[config.mk]
export PLATFORM = sky130hd
export DESIGN_NAME = game_display_ctrl
export DESIGN_NICKNAME = d
export VERILOG_FILES = /design/src/rtl/game_display_ctrl.sv
export SDC_FILE = /design/constraint.sdc
export NUM_CORES = 1
export LEC_CHECK = 0
export ABC_AREA = 1
export CAP_MARGIN = 20
export CORE_MARGIN = 8
export CORE_UTILIZATION = 49
export DETAILED_ROUTE_END_ITERATION = 8
export GPL_ROUTABILITY_DRIVEN = 0
export GPL_TIMING_DRIVEN = 0
export PLACE_DENSITY = 0.77
export RECOVER_POWER = 100
export SYNTH_ARGS = -nofsm -noshare
export SYNTH_HDL_FRONTEND = slang
export SYNTH_SLANG_ARGS = --single-unit
[constraint.sdc]
create_clock -name clk -period 3.5 [get_ports clk]
set_input_delay 0.525 -clock clk [delete_from_list [all_inputs] [get_ports clk]]
set_output_delay 0.525 -clock clk [all_outputs]
set_load 0.02 [all_outputs]
[src/rtl/game_display_ctrl.sv]
// game_display_ctrl: registered seven-segment / LED driver for the number-guessing game.
// Define GAME_DISP_SCROLL_EN to rotate the win/lose message across the digits.
module game_display_ctrl #(
  parameter int unsigned TIMER_W      = 8,
  parameter int unsigned TIMER_DIGITS = 2,
  parameter int unsigned NUM_GUESS    = 3,
  parameter int unsigned LOW_THRESH   = 10,
  parameter int unsigned BLINK_DIV    = 12_500_000,
  parameter int unsigned SCROLL_DIV   = 25_000_000
) (
  input  logic                                      clk,
  input  logic                                      reset,
  input  logic [TIMER_W-1:0]                        timer,
  input  logic [2:0]                                guesses,
  input  logic [1:0]                                hint,
  input  logic [4*NUM_GUESS-1:0]                    guess_vec,
  input  logic [1:0]                                win_lose,
  input  logic [1:0]                                round,
  input  logic [1:0]                                difficulty,
  output logic [7*(TIMER_DIGITS+3+NUM_GUESS)-1:0]   seg,
  output logic [2:0]                                round_led,
  output logic [2:0]                                diff_led,
  output logic                                      busy
);

  localparam int unsigned NUM_DIGITS = TIMER_DIGITS + 3 + NUM_GUESS;
  localparam int unsigned BCD_RAW    = (TIMER_W * 3) / 10 + 1;
  localparam int unsigned BCD_D      = (BCD_RAW > TIMER_DIGITS) ? BCD_RAW : TIMER_DIGITS;
  localparam int unsigned SR_W       = 4 * BCD_D + TIMER_W;
  localparam int unsigned CNT_W      = $clog2(TIMER_W + 1);
  localparam int unsigned BLK_W      = $clog2(BLINK_DIV);

  localparam logic [6:0] BLANK = 7'b1111111;
  localparam logic [6:0] DASH  = 7'b0111111;

  function automatic logic [63:0] pow10(input int unsigned n);
    logic [63:0] p;
    p = 64'd1;
    for (int unsigned k = 0; k < n; k++) p = p * 64'd10;
    return p;
  endfunction

  localparam logic [63:0] TIMER_LIMIT = pow10(TIMER_DIGITS);

  function automatic logic [6:0] digit_glyph(input logic [3:0] d);
    logic [6:0] g;
    case (d)
      4'd0:    g = 7'b1000000;
      4'd1:    g = 7'b1111001;
      4'd2:    g = 7'b0100100;
      4'd3:    g = 7'b0110000;
      4'd4:    g = 7'b0011001;
      4'd5:    g = 7'b0010010;
      4'd6:    g = 7'b0000010;
      4'd7:    g = 7'b1111000;
      4'd8:    g = 7'b0000000;
      4'd9:    g = 7'b0010000;
      default: g = BLANK;
    endcase
    return g;
  endfunction

  // Nine-character message ring: "good job " for a win, "You Lose " otherwise.
  function automatic logic [6:0] msg_glyph(input logic win, input logic [3:0] idx);
    logic [6:0] g;
    g = BLANK;
    if (win) begin
      case (idx)
        4'd0:    g = 7'b0010000;
        4'd1:    g = 7'b0100011;
        4'd2:    g = 7'b0100011;
        4'd3:    g = 7'b0100001;
        4'd5:    g = 7'b1110001;
        4'd6:    g = 7'b0100011;
        4'd7:    g = 7'b0000011;
        default: g = BLANK;
      endcase
    end else begin
      case (idx)
        4'd0:    g = 7'b0010001;
        4'd1:    g = 7'b0100011;
        4'd2:    g = 7'b1100011;
        4'd4:    g = 7'b1000111;
        4'd5:    g = 7'b0100011;
        4'd6:    g = 7'b0010010;
        4'd7:    g = 7'b0000100;
        default: g = BLANK;
      endcase
    end
    return g;
  endfunction

  function automatic logic [2:0] one_hot(input logic [1:0] v);
    logic [2:0] r;
    case (v)
      2'd1:    r = 3'b001;
      2'd2:    r = 3'b010;
      2'd3:    r = 3'b100;
      default: r = 3'b000;
    endcase
    return r;
  endfunction

  typedef enum logic [1:0] {S_IDLE, S_SHIFT, S_DONE} state_t;

  state_t                    state, state_nxt;
  logic                      load_c, shift_c, done_c;
  logic [TIMER_W-1:0]        t_q;
  logic [SR_W-1:0]           sr, sr_adj, sr_shift;
  logic [CNT_W-1:0]          bit_cnt;
  logic [4*TIMER_DIGITS-1:0] bcd_q;
  logic                      conv_valid;
  logic [BLK_W-1:0]          blink_cnt;
  logic                      blink_ph;
  logic                      msg_c, win_c;
  logic [7*NUM_DIGITS-1:0]   seg_nxt;

  assign msg_c = ~win_lose[1];
  assign win_c = (win_lose == 2'd1);

  // BCD conversion FSM: state register
  always_ff @(posedge clk or posedge reset) begin
    if (reset) state <= S_IDLE;
    else       state <= state_nxt;
  end

  always_comb begin
    state_nxt = state;
    case (state)
      S_IDLE:  if (!conv_valid || (timer != t_q)) state_nxt = S_SHIFT;
      S_SHIFT: if (bit_cnt == CNT_W'(TIMER_W - 1)) state_nxt = S_DONE;
      S_DONE:  state_nxt = S_IDLE;
      default: state_nxt = S_IDLE;
    endcase
  end

  always_comb begin
    load_c  = 1'b0;
    shift_c = 1'b0;
    done_c  = 1'b0;
    case (state)
      S_IDLE:  load_c  = (state_nxt == S_SHIFT);
      S_SHIFT: shift_c = 1'b1;
      S_DONE:  done_c  = 1'b1;
      default: ;
    endcase
  end

  // Double-dabble step: add 3 to every BCD nibble >= 5, then shift left.
  always_comb begin
    sr_adj = sr;
    for (int k = 0; k < int'(BCD_D); k++) begin
      if (sr[TIMER_W + 4*k +: 4] >= 4'd5)
        sr_adj[TIMER_W + 4*k +: 4] = sr[TIMER_W + 4*k +: 4] + 4'd3;
    end
    sr_shift = sr_adj << 1;
  end

  always_ff @(posedge clk or posedge reset) begin
    if (reset) begin
      t_q        <= '0;
      sr         <= '0;
      bit_cnt    <= '0;
      bcd_q      <= '0;
      conv_valid <= 1'b0;
      busy       <= 1'b0;
    end else begin
      busy <= (state_nxt != S_IDLE);
      if (load_c) begin
        t_q     <= timer;
        sr      <= SR_W'(timer);
        bit_cnt <= '0;
      end else if (shift_c) begin
        sr      <= sr_shift;
        bit_cnt <= bit_cnt + CNT_W'(1);
      end
      if (done_c) begin
        bcd_q      <= sr[TIMER_W +: 4*TIMER_DIGITS];
        conv_valid <= 1'b1;
      end
    end
  end

  // Free-running low-time blink phase
  always_ff @(posedge clk or posedge reset) begin
    if (reset) begin
      blink_cnt <= '0;
      blink_ph  <= 1'b0;
    end else if (blink_cnt == BLK_W'(BLINK_DIV - 1)) begin
      blink_cnt <= '0;
      blink_ph  <= ~blink_ph;
    end else begin
      blink_cnt <= blink_cnt + BLK_W'(1);
    end
  end

`ifdef GAME_DISP_SCROLL_EN
  localparam int unsigned SCR_W = $clog2(SCROLL_DIV);

  logic [SCR_W-1:0] scr_cnt;
  logic [3:0]       offset, offset_nxt;
  logic             prev_msg, prev_win, restart_c;

  // A fresh message (or a win/lose swap) always starts from its first character.
  assign restart_c = msg_c && (!prev_msg || (prev_win != win_c));

  always_comb begin
    offset_nxt = offset;
    if (restart_c)
      offset_nxt = 4'd0;
    else if (msg_c && (scr_cnt == SCR_W'(SCROLL_DIV - 1)))
      offset_nxt = (offset == 4'd8) ? 4'd0 : offset + 4'd1;
  end

  always_ff @(posedge clk or posedge reset) begin
    if (reset) begin
      scr_cnt  <= '0;
      offset   <= '0;
      prev_msg <= 1'b0;
      prev_win <= 1'b0;
    end else begin
      prev_msg <= msg_c;
      prev_win <= win_c;
      offset   <= offset_nxt;
      if (restart_c)
        scr_cnt <= '0;
      else if (msg_c)
        scr_cnt <= (scr_cnt == SCR_W'(SCROLL_DIV - 1)) ? '0 : scr_cnt + SCR_W'(1);
    end
  end
`endif

  // Next display image; timer digits use state from before this edge.
  always_comb begin
    logic [3:0] d;
    logic       lead;
    logic       over;
    logic       hide;
    seg_nxt = {NUM_DIGITS{BLANK}};
    d       = 4'd0;
    lead    = 1'b1;
    over    = (64'(t_q) >= TIMER_LIMIT);
    hide    = blink_ph && (64'(t_q) <= 64'(LOW_THRESH));
    if (msg_c) begin
      for (int i = 0; i < int'(NUM_DIGITS); i++) begin
`ifdef GAME_DISP_SCROLL_EN
        seg_nxt[7*i +: 7] = msg_glyph(win_c, 4'((int'(offset_nxt) + i) % 9));
`else
        if (i < 8) seg_nxt[7*i +: 7] = msg_glyph(win_c, 4'(i));
`endif
      end
    end else begin
      for (int j = 0; j < int'(TIMER_DIGITS); j++) begin
        d = bcd_q[4*(int'(TIMER_DIGITS) - 1 - j) +: 4];
        if (!conv_valid || hide) begin
          seg_nxt[7*j +: 7] = BLANK;
        end else if (over) begin
          seg_nxt[7*j +: 7] = DASH;
        end else if (lead && (d == 4'd0) && (j < int'(TIMER_DIGITS) - 1)) begin
          seg_nxt[7*j +: 7] = BLANK;
        end else begin
          lead              = 1'b0;
          seg_nxt[7*j +: 7] = digit_glyph(d);
        end
      end
      if ((guesses >= 3'd1) && (guesses <= 3'd5))
        seg_nxt[7*TIMER_DIGITS +: 7] = digit_glyph({1'b0, guesses});
      case ({hint})
        2'd0:    seg_nxt[7*(TIMER_DIGITS+1) +: 7] = 7'b1000111;
        2'd1:    seg_nxt[7*(TIMER_DIGITS+1) +: 7] = 7'b0001001;
        default: seg_nxt[7*(TIMER_DIGITS+1) +: 7] = 7'b1110111;
      endcase
      for (int g = 0; g < int'(NUM_GUESS); g++)
        seg_nxt[7*(int'(TIMER_DIGITS) + 3 + g) +: 7] = digit_glyph(guess_vec[4*g +: 4]);
    end
  end

  always_ff @(posedge clk or posedge reset) begin
    if (reset) begin
      seg       <= '1;
      round_led <= 3'b000;
      diff_led  <= 3'b000;
    end else begin
      seg       <= seg_nxt;
      round_led <= one_hot(round);
      diff_led  <= one_hot(difficulty);
    end
  end

endmodule
==> run summary <==
clock insertion delay at the later pin of the skew report -> 0.41 ns
commonest cells after routing, fill and taps aside -> 166 x nand2_1, 103 x inv_1, 75 x nor2_1
startpoint types -> input port
Hold Fails Final Rpt -> 0
Synthesis Warnings -> 0
IO Count -> 96
sequential fraction of the synthesis area -> 0.4839
core area -> 12520 µm²
Clock Sinks -> 118
Arr. time, crit path -> 2.73 ns
CTS resizes -> 0
initial antenna violation count -> 0
outcome -> finished, violations left
commonest non-fill, non-tap cell in the layout -> nand2_1
Hold Path Class -> reg -> reg
drt wl/cell -> 13.25 µm
worst path cell trace -> dlygate4sd3_1 -> inv_1 -> nand2_1 -> nand2_1 -> inv_1 -> nand2_1 -> nor2_4 -> nand3_1 -> nand2_1 -> clkbuf_1 -> nand3_1 -> o21ai_2
cell mode on critical path -> nand2_1
Yosys cell types -> 40
Mapped Cells -> 731
Die Y -> 128.7 µm
Max FO, Critical Path -> 10
kind of critical path -> in -> reg
Max Freq -> 0.4167 GHz
vias -> 5002
Root Driver -> clkbuf_16
die width -> 128.7 µm
dpl hpwl -> 10020 µm
Post-Synthesis Cell Area -> 6223 µm²
setup tns final -> 0 ns
Slew @ Worst Pin -> 1.665 ns
ANT nets after route -> 0
DRT iter0 DRCs -> 330
Max VDD drop -> 477.9 µV
Reg power frac -> 0.374
power per cell area -> 676.6 nW/µm²
grt ovf -> 0
# hold bufs at CTS -> 0
Max Slew Vio Count -> 36
min Tclk post-route -> 2.400 ns
Final period util -> 0.6856
Port Buf Inserts -> 90
CTS tree -> built
# nets final -> 914
WP data required -> 3.83 ns
worst rel slew slack -> -0.1162
CTS clock-pin slew for the worst setup and hold paths -> 0.05 ns
CP Capture Type -> flop
Main synth FF type -> dfrtp_1
Leak Pwr -> 3.813 nW
Psw -> 0.001845 W
Die ar. -> 16560 µm²
drt total wl -> 13660 µm
final setup violation count -> 0
Area growth syn-to-layout -> 25.73%
first-pass GRT wire length -> 23030 µm
failing checks -> capacitance limit, slew limit
Max Cap Viol -> 1
Final Util -> 0.6252
Pint -> 0.003449 W
Avg Inst Size Synth -> 8.514 µm²
Clock Skew -> 0.008540 ns
Antenna diodes -> 0
Post-CTS Setup Inserts -> 0
CTS HTree Levels -> 4
Initial Util -> 0.4972
Logic pwr share -> 0.323
placed insts -> 999
Async S/R FF share, synth -> 1.000
vias per inst -> 4.852
RSZ-0062 raised after global routing -> false
pin count of the biggest net entering global routing -> 47
EDFF count, synth -> 0
Slowest-stage cell, CP -> dlygate4sd3_1
router iterations before antenna repair -> 4
Hold WS -> 0.4689 ns
final setup margin -> 1.100 ns
# rows -> 41
Yosys reg bits -> 118
Total Routing Usage GR -> 0.1738
Remaining DRCs -> 0
CTS buffer count -> 17
Max Root-Sink Buffers -> 2
Clk pwr share -> 0.303
fin cells -> 1031
post-place setup slack -> 1.352 ns
share of cells above drive strength 1 -> 0.1315
max incr delay on CP -> 0.58 ns
Sw Ratio -> 0.3485
number of global-route vias before repair -> 4795
-- metrics by stage --
step,total power (W),area [µm²]
final,0.005294,7825
after global routing,0.005667,7825
after CTS,0.005465,7949
after detailed placement,0.003815,7398
after global placement,0.003769,7358
after floorplan,0.003237,6242
-- routing by layer --
layer	up-vias	part of all wire	global-route usage
met2	81	0.50	0.2931
met3	19	0.040	0.04468
met1	2344	0.44	0.2086
met4	0	0.020	0.06773
li1	2558	-	-
met5	-	0	0
-- cell families (layout without fill, tap and decap cells) --
family                     Yosys count  in the layout  share of synthesized area
DFF                                118            118                     0.4839
adders and majority gates           35             35                    0.07037
other                                1              5                  0.0006026
xor gates and xnor gates             8              8                    0.01126
buffers and inverters              129            253                    0.09047
AOI/OAI and AO/OA                  106            106                    0.09630
and+or+nand+nor                    334            334                     0.2471
-- power by group through the flow --
| stage | combinational, W | clock, W | sequential (W) |
|---|---|---|---|
| floorplan | 0.00113 | 0 | 0.00210 |
| global placement | 0.00178 | 0 | 0.00199 |
| detailed placement | 0.00181 | 0 | 0.00200 |
| CTS | 0.00184 | 0.00164 | 0.00198 |
| global route | 0.00194 | 0.00171 | 0.00202 |
| finish | 0.00171 | 0.00161 | 0.00198 |
-- final timing paths --
kind,start,endpoint,slack (ns),cells past startpoint
worst max-delay path,timer[3],bit_cnt[0]$_DFFE_PP0P_,1.10,12
min in group asynchronous,reset,diff_led[0]$_DFF_PP0_,0.98,2
max in group asynchronous,reset,seg[20]$_DFF_PP1_,1.34,4
worst min-delay path,t_q[1]$_DFFE_PP0P_,t_q[1]$_DFFE_PP0P_,0.47,2
worst min register to register,t_q[1]$_DFFE_PP0P_,t_q[1]$_DFFE_PP0P_,0.47,2
worst max register to register,t_q[7]$_DFFE_PP0P_,bit_cnt[0]$_DFFE_PP0P_,1.41,8
-- sequential cells by signal (all words and copies together), names as in the netlist --
signal	flops
bcd_q	8
diff_led	3
bit_cnt	4
round_led	3
state	2
blink_ph	1
seg	47
sr	16
blink_cnt	24
t_q	8
conv_valid	1
busy	1
-- synth_stat cells, types with 4 or more instances --
| cell | number | area share |
|---|---|---|
| ha_1 | 35 | 0.070 |
| o21ai_0 | 36 | 0.029 |
| o211ai_1 | 10 | 0.012 |
| inv_2 | 4 | 0.0024 |
| nand3_2 | 12 | 0.019 |
| or2_2 | 8 | 0.0080 |
| nor3_1 | 13 | 0.010 |
| xor2_1 | 6 | 0.0084 |
| clkbuf_1 | 5 | 0.0030 |
| nand4_1 | 5 | 0.0050 |
| nor2_2 | 4 | 0.0040 |
| nand2_2 | 4 | 0.0040 |
| dfstp_2 | 47 | 0.20 |
| nor2_1 | 70 | 0.042 |
| dfrtp_1 | 71 | 0.29 |
| a21oi_1 | 41 | 0.033 |
| o21ai_2 | 5 | 0.0070 |
| inv_1 | 104 | 0.063 |
| nand3_1 | 45 | 0.036 |
| a31oi_1 | 6 | 0.0060 |
| nand2_1 | 163 | 0.098 |
| buf_4 | 9 | 0.011 |
-- area by class of cell --
cell class              instances  area, µm²
multi-input cells             488       2579
fillers                      1094       4692
clock buffers                  29      510.5
plain buffers                  20      117.6
flip-flops and latches        118       3012
clock inverters                 3      40.04
repair buffers                 92      940.9
inverters                     109      410.4
well taps                     172      215.2
-- worst max-delay path, delay by kind of cell --
kind | cells | cell delay (ns)
AOI/OAI and AO/OA | 1 | 0.10
buffers and inverters | 4 | 1.18
and+or+nand+nor | 7 | 0.93
Note: power is estimated with default switching activity, not from simulation.
